--- config.mk ---
export PLATFORM = sky130hd
export DESIGN_NAME = id_ex_stage_register
export DESIGN_NICKNAME = d
export VERILOG_FILES = /design/src/rtl/riscv_pipe_pkg.sv /design/src/rtl/hazard_detection_unit.sv /design/src/rtl/id_ex_stage_register.sv
export SDC_FILE = /design/constraint.sdc
export NUM_CORES = 1
export LEC_CHECK = 0
export CAP_MARGIN = 30
export CORE_AREA = 4 4 234 236
export DETAILED_ROUTE_END_ITERATION = 7
export DIE_AREA = 0 0 238 240
export SYNTH_ARGS = -nofsm -noshare
export SYNTH_HDL_FRONTEND = slang
export SYNTH_SLANG_ARGS = --single-unit
export TNS_END_PERCENT = 10
--- constraint.sdc ---
create_clock -name clk -period 3.3 [get_ports clk]
set_input_delay 0.33 -clock clk [delete_from_list [all_inputs] [get_ports clk]]
set_output_delay 0.33 -clock clk [all_outputs]
set_load 0.02 [all_outputs]
--- src/rtl/riscv_pipe_pkg.sv ---
// Shared pipeline types for the integer pipeline: control bundle, ALUOp codes,
// register-index width and the datapath width default.
package riscv_pipe_pkg;

  localparam int XLEN_DEFAULT = 64;
  localparam int REG_IDX_W    = 5;

  localparam logic [1:0] ALUOP_ADD    = 2'b00;  // loads/stores: address add
  localparam logic [1:0] ALUOP_BRANCH = 2'b01;  // branch compare
  localparam logic [1:0] ALUOP_RTYPE  = 2'b10;  // decode from funct fields
  localparam logic [1:0] ALUOP_ITYPE  = 2'b11;

  typedef struct packed {
    logic       reg_write;
    logic       mem_read;
    logic       mem_write;
    logic       mem_to_reg;
    logic       branch;
    logic       alu_src;
    logic [1:0] alu_op;
  } ctrl_t;

  localparam ctrl_t CTRL_BUBBLE = '0;

endpackage

--- src/rtl/hazard_detection_unit.sv ---
// Load-use hazard detect: an in-flight load in EX whose rd feeds the ID instruction.
import riscv_pipe_pkg::*;

module hazard_detection_unit (
  input  logic                 ex_mem_read,
  input  logic                 ex_valid,
  input  logic [REG_IDX_W-1:0] ex_rd,
  input  logic [REG_IDX_W-1:0] id_rs1,
  input  logic [REG_IDX_W-1:0] id_rs2,
  input  logic                 id_uses_rs2,
  output logic                 hazard
);

  logic rs1_hit, rs2_hit;

  // x0 is hardwired zero, so a load targeting it never produces a dependency
  assign rs1_hit = (ex_rd == id_rs1);
  assign rs2_hit = id_uses_rs2 & (ex_rd == id_rs2);
  assign hazard  = ex_mem_read & ex_valid & (ex_rd != '0) & (rs1_hit | rs2_hit);

endmodule

--- src/rtl/id_ex_stage_register.sv ---
// ID/EX pipeline register with load-use stall, flush bubbles and saturating
// stall/flush event counters.
import riscv_pipe_pkg::*;

module id_ex_stage_register #(
  parameter int XLEN  = XLEN_DEFAULT,
  parameter int CNT_W = 16
) (
  input  logic                 clk,
  input  logic                 reset_n,
  input  logic [REG_IDX_W-1:0] IF_ID_RS1,
  input  logic [REG_IDX_W-1:0] IF_ID_RS2,
  input  logic [REG_IDX_W-1:0] IF_ID_Rd,
  input  logic                 ID_UsesRS2,
  input  logic                 ID_RegWrite,
  input  logic                 ID_MemRead,
  input  logic                 ID_MemWrite,
  input  logic                 ID_MemtoReg,
  input  logic                 ID_Branch,
  input  logic                 ID_ALUSrc,
  input  logic [1:0]           ID_ALUOp,
  input  logic [3:0]           ID_Funct4,
  input  logic [XLEN-1:0]      ID_ReadData1,
  input  logic [XLEN-1:0]      ID_ReadData2,
  input  logic [XLEN-1:0]      ID_Imm,
  input  logic [XLEN-1:0]      ID_PC,
  input  logic                 Flush,
  output logic [REG_IDX_W-1:0] ID_EX_RS1,
  output logic [REG_IDX_W-1:0] ID_EX_RS2,
  output logic [REG_IDX_W-1:0] ID_EX_Rd,
  output logic                 ID_EX_RegWrite,
  output logic                 ID_EX_MemRead,
  output logic                 ID_EX_MemWrite,
  output logic                 ID_EX_MemtoReg,
  output logic                 ID_EX_Branch,
  output logic                 ID_EX_ALUSrc,
  output logic [1:0]           ID_EX_ALUOp,
  output logic [3:0]           ID_EX_Funct4,
  output logic [XLEN-1:0]      ID_EX_ReadData1,
  output logic [XLEN-1:0]      ID_EX_ReadData2,
  output logic [XLEN-1:0]      ID_EX_Imm,
  output logic [XLEN-1:0]      ID_EX_PC,
  output logic                 ID_EX_Valid,
  output logic                 PC_Write,
  output logic                 IF_ID_Write,
  output logic [CNT_W-1:0]     Stall_Count,
  output logic [CNT_W-1:0]     Flush_Count
);

  ctrl_t ctrl_d, ctrl_q;
  logic  hazard, stall;

  assign ctrl_d = '{reg_write:  ID_RegWrite,
                    mem_read:   ID_MemRead,
                    mem_write:  ID_MemWrite,
                    mem_to_reg: ID_MemtoReg,
                    branch:     ID_Branch,
                    alu_src:    ID_ALUSrc,
                    alu_op:     ID_ALUOp};

  hazard_detection_unit u_hdu (
    .ex_mem_read (ctrl_q.mem_read),
    .ex_valid    (ID_EX_Valid),
    .ex_rd       (ID_EX_Rd),
    .id_rs1      (IF_ID_RS1),
    .id_rs2      (IF_ID_RS2),
    .id_uses_rs2 (ID_UsesRS2),
    .hazard      (hazard)
  );

  // A flush squashes the dependent instruction anyway, so it must not freeze fetch
  assign stall       = hazard & ~Flush;
  assign PC_Write    = ~stall;
  assign IF_ID_Write = ~stall;

  always_ff @(posedge clk or negedge reset_n) begin
    if (!reset_n) begin
      ctrl_q          <= CTRL_BUBBLE;
      ID_EX_RS1       <= '0;
      ID_EX_RS2       <= '0;
      ID_EX_Rd        <= '0;
      ID_EX_Funct4    <= '0;
      ID_EX_ReadData1 <= '0;
      ID_EX_ReadData2 <= '0;
      ID_EX_Imm       <= '0;
      ID_EX_PC        <= '0;
      ID_EX_Valid     <= 1'b0;
      Stall_Count     <= '0;
      Flush_Count     <= '0;
    end else if (Flush || stall) begin
      ctrl_q          <= CTRL_BUBBLE;
      ID_EX_RS1       <= '0;
      ID_EX_RS2       <= '0;
      ID_EX_Rd        <= '0;
      ID_EX_Funct4    <= '0;
      ID_EX_ReadData1 <= '0;
      ID_EX_ReadData2 <= '0;
      ID_EX_Imm       <= '0;
      ID_EX_PC        <= '0;
      ID_EX_Valid     <= 1'b0;
      if (Flush) begin
        if (Flush_Count != '1) Flush_Count <= Flush_Count + CNT_W'(1);
      end else begin
        if (Stall_Count != '1) Stall_Count <= Stall_Count + CNT_W'(1);
      end
    end else begin
      ctrl_q          <= ctrl_d;
      ID_EX_RS1       <= IF_ID_RS1;
      ID_EX_RS2       <= IF_ID_RS2;
      ID_EX_Rd        <= IF_ID_Rd;
      ID_EX_Funct4    <= ID_Funct4;
      ID_EX_ReadData1 <= ID_ReadData1;
      ID_EX_ReadData2 <= ID_ReadData2;
      ID_EX_Imm       <= ID_Imm;
      ID_EX_PC        <= ID_PC;
      ID_EX_Valid     <= 1'b1;
    end
  end

  assign ID_EX_RegWrite = ctrl_q.reg_write;
  assign ID_EX_MemRead  = ctrl_q.mem_read;
  assign ID_EX_MemWrite = ctrl_q.mem_write;
  assign ID_EX_MemtoReg = ctrl_q.mem_to_reg;
  assign ID_EX_Branch   = ctrl_q.branch;
  assign ID_EX_ALUSrc   = ctrl_q.alu_src;
  assign ID_EX_ALUOp    = ctrl_q.alu_op;

endmodule

Word-level counts from Yosys, hierarchy flattened

Cells that the tools add are included.

Muxes and demuxes: 10
Add/subtract/negate cells: 2
Bitwise gates (word level): 8
Reductions and logical operators: 4
Equal/unequal tests: 4

Operator list:

| operator                                                        | number |
|---|---|
| 64-bit 2-to-1 mux                                               | 4 |
| 16-bit by 1-bit adder with 16-bit output, second input constant | 2 |
| 16-bit inequality test, second input constant                   | 2 |
| 5-bit 2-to-1 mux                                                | 3 |
| 5-bit == test                                                   | 2 |
| 8-bit 2-to-1 mux                                                | 1 |
| 3-bit AND reduction                                             | 2 |
| 1-bit bitwise AND                                               | 5 |
| 5-bit nonzero test                                              | 1 |
| 4-bit 2-to-1 mux                                                | 1 |
| 1-bit NOT                                                       | 2 |
| 1-bit logical OR                                                | 1 |
| 1-bit 2-to-1 mux                                                | 1 |
| 1-bit bitwise OR                                                | 1 |

Register bits: 316
Bits of input ports: 287
Logic and storage cells: 46

Logic depth before layout (Yosys ltp)

Gate-level depths: netlist of run 1.

Depth after elaboration: 7
Gate-level depth with buffers: 7

Cells and area by module

A second synthesis of run 1 with hierarchy kept.

Cells, all modules: 758
Area total of the unflattened synthesis: 10715.3 µm²

By module, submodules not included:

| module                | cells each | instances | area each (µm²) | sequential area each (µm²) |
|---|---|---|---|---|
| id_ex_stage_register  | 741        | 1         | 10581.4         | 7907.6 |
| hazard_detection_unit | 17         | 1         | 133.9           | 0.0 |

Worst setup path after synthesis of run 1

OpenSTA, ideal clock, no wires.

Path kind: register to output
From: register ID_EX_Rd[4]
To: output port PC_Write
Cell stages (with the launch flop): 7
Data required time: 2.970 ns
Arrival time: 1.892 ns
Path slack: 1.078 ns
Path buffers: 2
Cell sequence: dfrtp_1 xnor2_1 nand3_1 o22ai_2 clkbuf_1 nand3_1 buf_4

Word-level cells in the longest chain between the ends: 6

RTL lines:

| what                     | line                        | text |
|---|---|---|
| start: declaration       | id_ex_stage_register.sv:30  | `output logic [REG_IDX_W-1:0] ID_EX_Rd,` |
| start signal: assignment | id_ex_stage_register.sv:110 | `ID_EX_Rd <= IF_ID_Rd;` |
| 5-bit == test            | hazard_detection_unit.sv:18 | `assign rs2_hit = id_uses_rs2 & (ex_rd == id_rs2);` |
| 1-bit bitwise AND        | hazard_detection_unit.sv:18 |  |
| 1-bit bitwise OR         | hazard_detection_unit.sv:19 | `assign hazard = ex_mem_read & ex_valid & (ex_rd != '0) & (rs1_hit \| rs2_hit);` |
| 1-bit bitwise AND (*)    | hazard_detection_unit.sv:19 |  |
| 1-bit bitwise AND (*)    | id_ex_stage_register.sv:72  | `assign stall = hazard & ~Flush;` |
| 1-bit NOT (*)            | n/a                         |  |
| end: declaration         | id_ex_stage_register.sv:44  | `output logic PC_Write,` |

Every way passes the cells marked *; elsewhere a longest branch is shown, timed or not.

Worst setup path after layout of run 1

From: register ID_EX_Rd[1]
To: output port IF_ID_Write

Word-level cells in the longest chain between the ends: 6

RTL lines:

| what                  | line                        | text |
|---|---|---|
| 5-bit == test         | hazard_detection_unit.sv:18 |  |
| 1-bit bitwise AND     | hazard_detection_unit.sv:18 |  |
| 1-bit bitwise OR      | hazard_detection_unit.sv:19 |  |
| 1-bit bitwise AND (*) | hazard_detection_unit.sv:19 |  |
| 1-bit bitwise AND (*) | id_ex_stage_register.sv:72  |  |
| 1-bit NOT (*)         | id_ex_stage_register.sv:74  | `assign IF_ID_Write = ~stall;` |
| end: declaration      | id_ex_stage_register.sv:45  | `output logic IF_ID_Write,` |

Marked as above.

==> results of run 1 <==
==> power groups by stage <==
stage	Sequential, W	Clock [W]	Combinational, W
floorplan	0.00457	0	0.000262
global placement	0.00429	0	0.00156
detailed placement	0.00430	0	0.00157
CTS	0.00423	0.00460	0.00158
global route	0.00425	0.00478	0.00166
finish	0.00423	0.00441	0.00154
==> state kept, by name, summed over array words and instances, names as in the netlist, 2 cells and up <==
register	cells
ID_EX_ALUOp	2
ID_EX_ReadData2	64
Stall_Count	16
ID_EX_PC	64
ID_EX_RS1	5
ID_EX_Imm	64
ID_EX_Funct4	4
ID_EX_Rd	5
ID_EX_RS2	5
Flush_Count	16
ID_EX_ReadData1	64
==> area by class of cell <==
cell class              count  area, um2  area share, %
flip-flops and latches    316       7910           41.7
well taps                 688        861           4.54
inverters                   6       22.5          0.119
repair buffers            614       6200           32.7
multi-input cells         407       2620           13.8
diodes                      3       7.51         0.0396
clock inverters            11        188          0.989
clock buffers              56       1160           6.11
==> per-layer routing <==
layer,vias up,GRT usage [%],share of wire (%),wire length (um)
li1,3634,-,-,-
met1,3819,13.9,36,13800
met2,377,22.8,51,19300
met3,67,5.43,10,3780
met4,6,4.24,2.5,955
met5,-,0,0.11,40
==> kinds of logic after synthesis <==
group | Yosys count | synth area share [%]
compound gates | 11 | 0.850
xor+xnor | 36 | 2.94
fa+ha+maj | 2 | 0.233
buf+inv | 40 | 1.96
flops | 316 | 73.6
mux | 3 | 0.314
simple gates | 355 | 20.1
==> final timing paths <==
kind | from | endpoint | slack, ps | cells past startpoint
max in group asynchronous | reset_n | ID_EX_Valid | 2010 | 3
min in group asynchronous | reset_n | ID_EX_Imm[62] | 440 | 2
min reg2reg | Stall_Count[6] | Stall_Count[6] | 490 | 1
max | ID_EX_Rd[1] | IF_ID_Write | 420 | 5
min | ID_Imm[54] | ID_EX_Imm[54] | 350 | 2
max reg2reg | ID_EX_Rd[1] | ID_EX_Imm[11] | 790 | 6
==> timing repair <==
item                       in CTS  in global routing
hold buffers                    1                  0
setup endpoints to repair       0                  0
hold endpoints to repair       86                  0
resized for setup               0                  0
==> stage by stage <==
step	worst slack [ps]	cell area [um2]	total power, W	instances	utilization [%]
after global routing	282	19000	0.0107	2099	36.2
final	417	19000	0.0102	2101	36.2
after detailed placement	740	17600	0.00586	2030	33.6
after floorplan	1080	10700	0.00483	763	-
after global placement	743	17600	0.00585	2030	33.6
after CTS	343	19000	0.0104	2098	36.2
==> cells in the final DEF (no fill, tap or decap), drive strengths merged, types with 2 or more instances in the layout <==
cell / n
nand4: 10
xnor2: 29
o21ai: 2
nand3: 18
nor4: 3
and2: 283
diode: 3
nor2: 13
dfrtp: 316
clkdlybuf4s50: 603
and4: 6
nor3: 3
bufinv: 5
and3: 4
ha: 2
clkinv: 5
a21oi: 3
inv: 7
mux2: 3
nand2: 11
xor2: 7
clkbuf: 56
buf: 10
==> critical path, cell delays in order (launching register included) <==
cell             delay [ps]
dfrtp_1                 460
or4_4                   590
o211ai_2                190
inv_2                    80
nand3_1                 110
clkdlybuf4s50_1         610
==> metrics.txt, run 1 <==
status=completed; Die Wd=238 um; Yosys top cell area share=73.6%; initial antenna violation count=8; Synth Flop Type=dfrtp_1; RSZ-0062 raised after global routing=no; Switching Power=0.00243 W; worst path arrival time=2550 ps; WP data required=2970 ps; crit end category=output port; Lkg Pwr=8.16 nW; Worst Max-Slew Pin Slew=approximately 750 ps; antenna viol nets, final=0; P&R area growth vs syn=76.6%; Unique masters post-synth=34; min-delay worst type=primary input to flop; drt drc=0; core region area=about 0.052 mm2; Final Critical Period=2880 ps; Fmax=347 MHz; Peak VDD IR=approximately 0.35 mV; net count reported at finish=between 1500 and 2000; post-synth net total=1052; remaining global-route overflow=0; Die Ht=240 um; Syn Inst Count=roughly 760; number of global-route vias before repair=8778; CTS sink count=316; Post-synth top cells=dfrtp_1 (316), and2_1 (283), xnor2_1 (29); switching share of power=23.8%; most common cell in the netlist=dfrtp_1; die area=0.0571 mm2; Initial DRC Count=254; Via density=about 3.8; IO Port Bufs=between 600 and 700; Worst Skew=13.6 ps; total setup buffers inserted after CTS=0; max cap viols=0; worst rel slew slack=50.0%; Final Max Tran Viols=0; fraction of registers with async set/reset=100%; Setup CP Type=flop to output port; Power Density=around 540 mW/mm2; Std-Cell Rows=84; clock-pin slew on the worst setup and hold paths=60 ps; wire per inst=18.0 um; largest net degree at the start of global routing=181; syn_area_per_cell=between 10 and 15 um2; combinational fraction of design power=15.2%; CTS Buf Count=38; IO Count=605; final hold viol count=0; Pre-Repair DR Iteration Count=4; yosys warns=0; Area contributors post-synth=dfrtp_1 (74%), and2_1 (16%), xnor2_1 (2.4%), clkbuf_2 (1.2%), nand3_1 (0.84%); Clock Tree Buf Depth=3; Initial Util=20.5%; CTS tree=done; Seq cells post-synth=316; Clk pwr share=43.3%; post-synth top area cell=dfrtp_1; Cell Area, Synth=approximately 0.011 mm2; GP Congestion=between 0.8 and 0.9; share of layout cells above drive strength 1=roughly 5.7%; # fillers=5090; WHS=353 ps; first-pass GRT wire length=56100 um; proportion of power drawn by flip-flops and latches=about 42%; Post-synth EDFFs=0; DP HPWL=29000 um; crit path launch type=flop; final period utilization=87.4%; final setup TNS=0 ps; overall routing resource usage=12.8%; root buffer cell=clkbuf_16; routed vias=7903; clk_lat worst skew=530 ps; Post-Route WL=37800 um; endpoints failing setup=0; crit path max fanout=4; CTS H-tree depth=2; Internal=0.00776 W; sequential-to-total area share from yosys stat=approximately three quarters
Power figures use the tool's default switching activity.
==> run 2, diff against run 1 <==
--- a/config.mk
+++ b/config.mk
@@ -11,5 +11,6 @@
 export DIE_AREA = 0 0 238 240
 export SYNTH_ARGS = -nofsm -noshare
 export SYNTH_HDL_FRONTEND = slang
+export SYNTH_HIERARCHICAL = 1
 export SYNTH_SLANG_ARGS = --single-unit
 export TNS_END_PERCENT = 10
==> metrics.txt, run 2 <==
Internal=0.00756 W (-2.5%); Synth Flop Type=dfrtp_1; Post-synth EDFFs=0 (unchanged); Die Wd=238 um (unchanged); remaining global-route overflow=0 (unchanged); commonest non-fill, non-tap cells in the layout=clkdlybuf4s50_1 (603), dfrtp_1 (316), and2_1 (283); Post-synth top cells=dfrtp_1 (316), and2_1 (283), clkbuf_1 (32); Final Max Tran Viols=0 (unchanged); Area after DPL=0.0176 mm2 (+0.15%); drt drc=0 (unchanged); crit path max fanout=4 (unchanged); Clock Tree Buf Depth=3 (unchanged); WHS=320 ps (-33.2 ps); fraction of registers with async set/reset=100% (unchanged); number of global-route vias before repair=8568 (-2.4%); combinational fraction of design power=15.4% (+0.2 points); routed vias=7811 (-1.2%); largest net degree at the start of global routing=104 (-43%); Critical R2R Launch=ID_EX_Rd[2]; fin area=0.0189 mm2 (-0.21%); most common cell after layout, fill and taps aside=clkdlybuf4s50_1; syn_area_per_cell=14.1 um2 (+0.41%); Multi-input gate area=0.00268 mm2 (+2.0%); Worst Max-Slew Pin Slew=885 ps (+135 ps); WP data required=2970 ps (about the same); CTS sink count=316 (unchanged); Place WS=402 ps (-339 ps); Yosys top cell area share=73.8% (+0.18 points); Power Density=532 mW/mm2 (-0.82%); Seq cells post-synth=316 (unchanged); Initial DRC Count=262 (+3.1%); worst path arrival time=2790 ps (+240 ps); Fmax=320 MHz (-7.6%); setup slack after layout=180 ps (-237 ps); first-pass GRT wire length=54700 um (-2.5%); core region area=0.0524 mm2 (unchanged); RSZ-0062 raised after global routing=no; sequential-to-total area share from yosys stat=73.8% (+0.18 points); CP startpoint=ID_EX_Rd[3]; clock-pin slew on the worst setup and hold paths=60 ps (about the same); IO Count=605 (unchanged); crit end category=output port; max cap viols=0 (unchanged); FF/Latch Area=0.00791 mm2 (unchanged); post-synth net total=1047 (-0.48%); clk_lat worst skew=540 ps (about the same); worst rel slew slack=40.8% (-9.2 points); switching share of power=25.0% (+1.2 points); most common cell in the netlist=dfrtp_1; Unique masters post-synth=38 (+12%); DP HPWL=28800 um (-0.49%); proportion of power drawn by flip-flops and latches=42.0% (+0.5 points); GP Congestion=0.805 (-7.7%); initial antenna violation count=5 (-3); Via density=3.73 (-0.93%); total power draw=0.0101 W (-1.0%); # fillers=5099 (+0.18%); Clk pwr share=42.6% (-0.7 points); Std-Cell Rows=84 (unchanged); Pre-Repair DR Iteration Count=4 (unchanged); CTS H-tree depth=2 (unchanged); net count reported at finish=1667 (-0.30%); Initial Util=20.4% (-0.050 points); crit path launch type=flop; share of layout cells above drive strength 1=5.76% (+0.083 points); P&R area growth vs syn=76.7% (about the same); Area contributors post-synth=dfrtp_1 (74%), and2_1 (17%), xor2_1 (2.0%), clkbuf_1 (1.1%), xnor2_1 (0.98%); Final Critical Period=3120 ps (+237 ps); Worst Skew=15.4 ps (+1.76 ps); status=completed; CTS tree=done; Die Ht=240 um (unchanged); Switching Power=0.00252 W (+3.8%); overall routing resource usage=12.6% (-0.25 points); min-delay worst type=primary input to async pin; Cell Area, Synth=0.0107 mm2 (-0.24%); final setup TNS=0 ps (unchanged); Lkg Pwr=8.24 nW (+1.0%); Post-Route WL=37900 um (+0.37%); Syn Inst Count=758 (-0.66%); antenna viol nets, final=0 (unchanged); endpoints failing setup=0 (unchanged); yosys warns=6 (+6); root buffer cell=clkbuf_16; CTS Buf Count=39 (+2.6%); wire per inst=18.1 um (+0.61%); die area=0.0571 mm2 (unchanged); post-synth top area cell=dfrtp_1; worst reg-to-reg setup slack=570 ps (-220 ps); final hold viol count=0 (unchanged); Setup CP Type=flop to output port; Peak VDD IR=0.294 mV (-16%); final period utilization=94.6% (+7.2 points); IO Port Bufs=604 (unchanged)
==> run 2: changes by cell type after synthesis, moves of 7 or more <==
cell and change:
xor2_1 +17, xnor2_1 -17, nand3_1 -8, clkbuf_2 -26, clkbuf_1 +29, nor3_1 +7
==> run 2: worst paths after layout <==
path                                        to  depth (start not counted)
max                                   PC_Write                          6
max reg2reg                ID_EX_ReadData1[43]                          6
max in group asynchronous         ID_EX_PC[56]                          3
min reg2reg                     Stall_Count[7]                          1
min in group clk                 ID_EX_Imm[36]                          2
min                        ID_EX_ReadData1[34]                          2
==> run 2: worst max-delay path, cell delays in order (launching register included) <==
cell and delay (ps):
dfrtp_1 450, xor2_1 190, nor4_1 280, nand3_1 120
a21oi_1 440, nand2b_1 210, clkdlybuf4s50_1 580
==> run 2: repair_timing <==
item | in CTS | in global routing
resized for setup | 0 | 0
buffers inserted | 0 | 0
hold buffers | 1 | 0
hold endpoints to repair | 45 | 0
endpoints found under the setup margin | 0 | 0
==> run 2: stage by stage <==
stage | std cells | util, %
finish | 2096 | 36.1
global route | 2095 | 36.1
CTS | 2095 | 36.1
detailed placement | 2024 | 33.6
global placement | 2024 | 33.6
floorplan | 758 | -
==> run 2: final cells by class <==
| cell class | count | area share, % |
|---|---|---|
| Sequential cell | 316 | 41.8 |
| Timing Repair Buffer | 612 | 32.7 |
| Multi-Input combinational cell | 406 | 14.1 |
| Clock buffer | 54 | 5.94 |
| Tap cell | 688 | 4.55 |
| Clock inverter | 16 | 0.852 |
| Inverter | 3 | 0.0595 |
| Antenna cell | 1 | 0.0132 |
==> run 2: power groups by stage <==
stage / logic (W) / registers, W / clock network (W)
6_report: 0.00155 / 0.00423 / 0.00429
5_1_grt: 0.00166 / 0.00426 / 0.00462
4_1_cts: 0.00159 / 0.00424 / 0.00446
3_5_place_dp: 0.00158 / 0.00430 / 0
3_3_place_gp: 0.00158 / 0.00430 / 0
2_1_floorplan: 0.000252 / 0.00458 / 0
==> run 2: routing by layer <==
| layer | wire, um | global-route usage [%] | vias up |
|---|---|---|---|
| li1 | - | - | 3622 |
| met1 | 14400 | 14.3 | 3798 |
| met2 | 19000 | 21.6 | 322 |
| met3 | 3540 | 5.32 | 63 |
| met4 | 969 | 3.89 | 6 |
| met5 | 34 | 0 | - |
==> run 2: cell families (layout without fill, tap and decap cells) <==
| logic type | after synthesis | count (layout) | synth area share [%] |
|---|---|---|---|
| xor+xnor | 36 | 36 | 2.94 |
| mux | 2 | 2 | 0.245 |
| compound gates | 12 | 12 | 1.05 |
| buf+inv | 36 | 685 | 1.30 |
| other cells | 0 | 1 | 0 |
| flops | 316 | 316 | 73.8 |
| simple gates | 354 | 354 | 20.4 |
| fa+ha+maj | 2 | 2 | 0.233 |
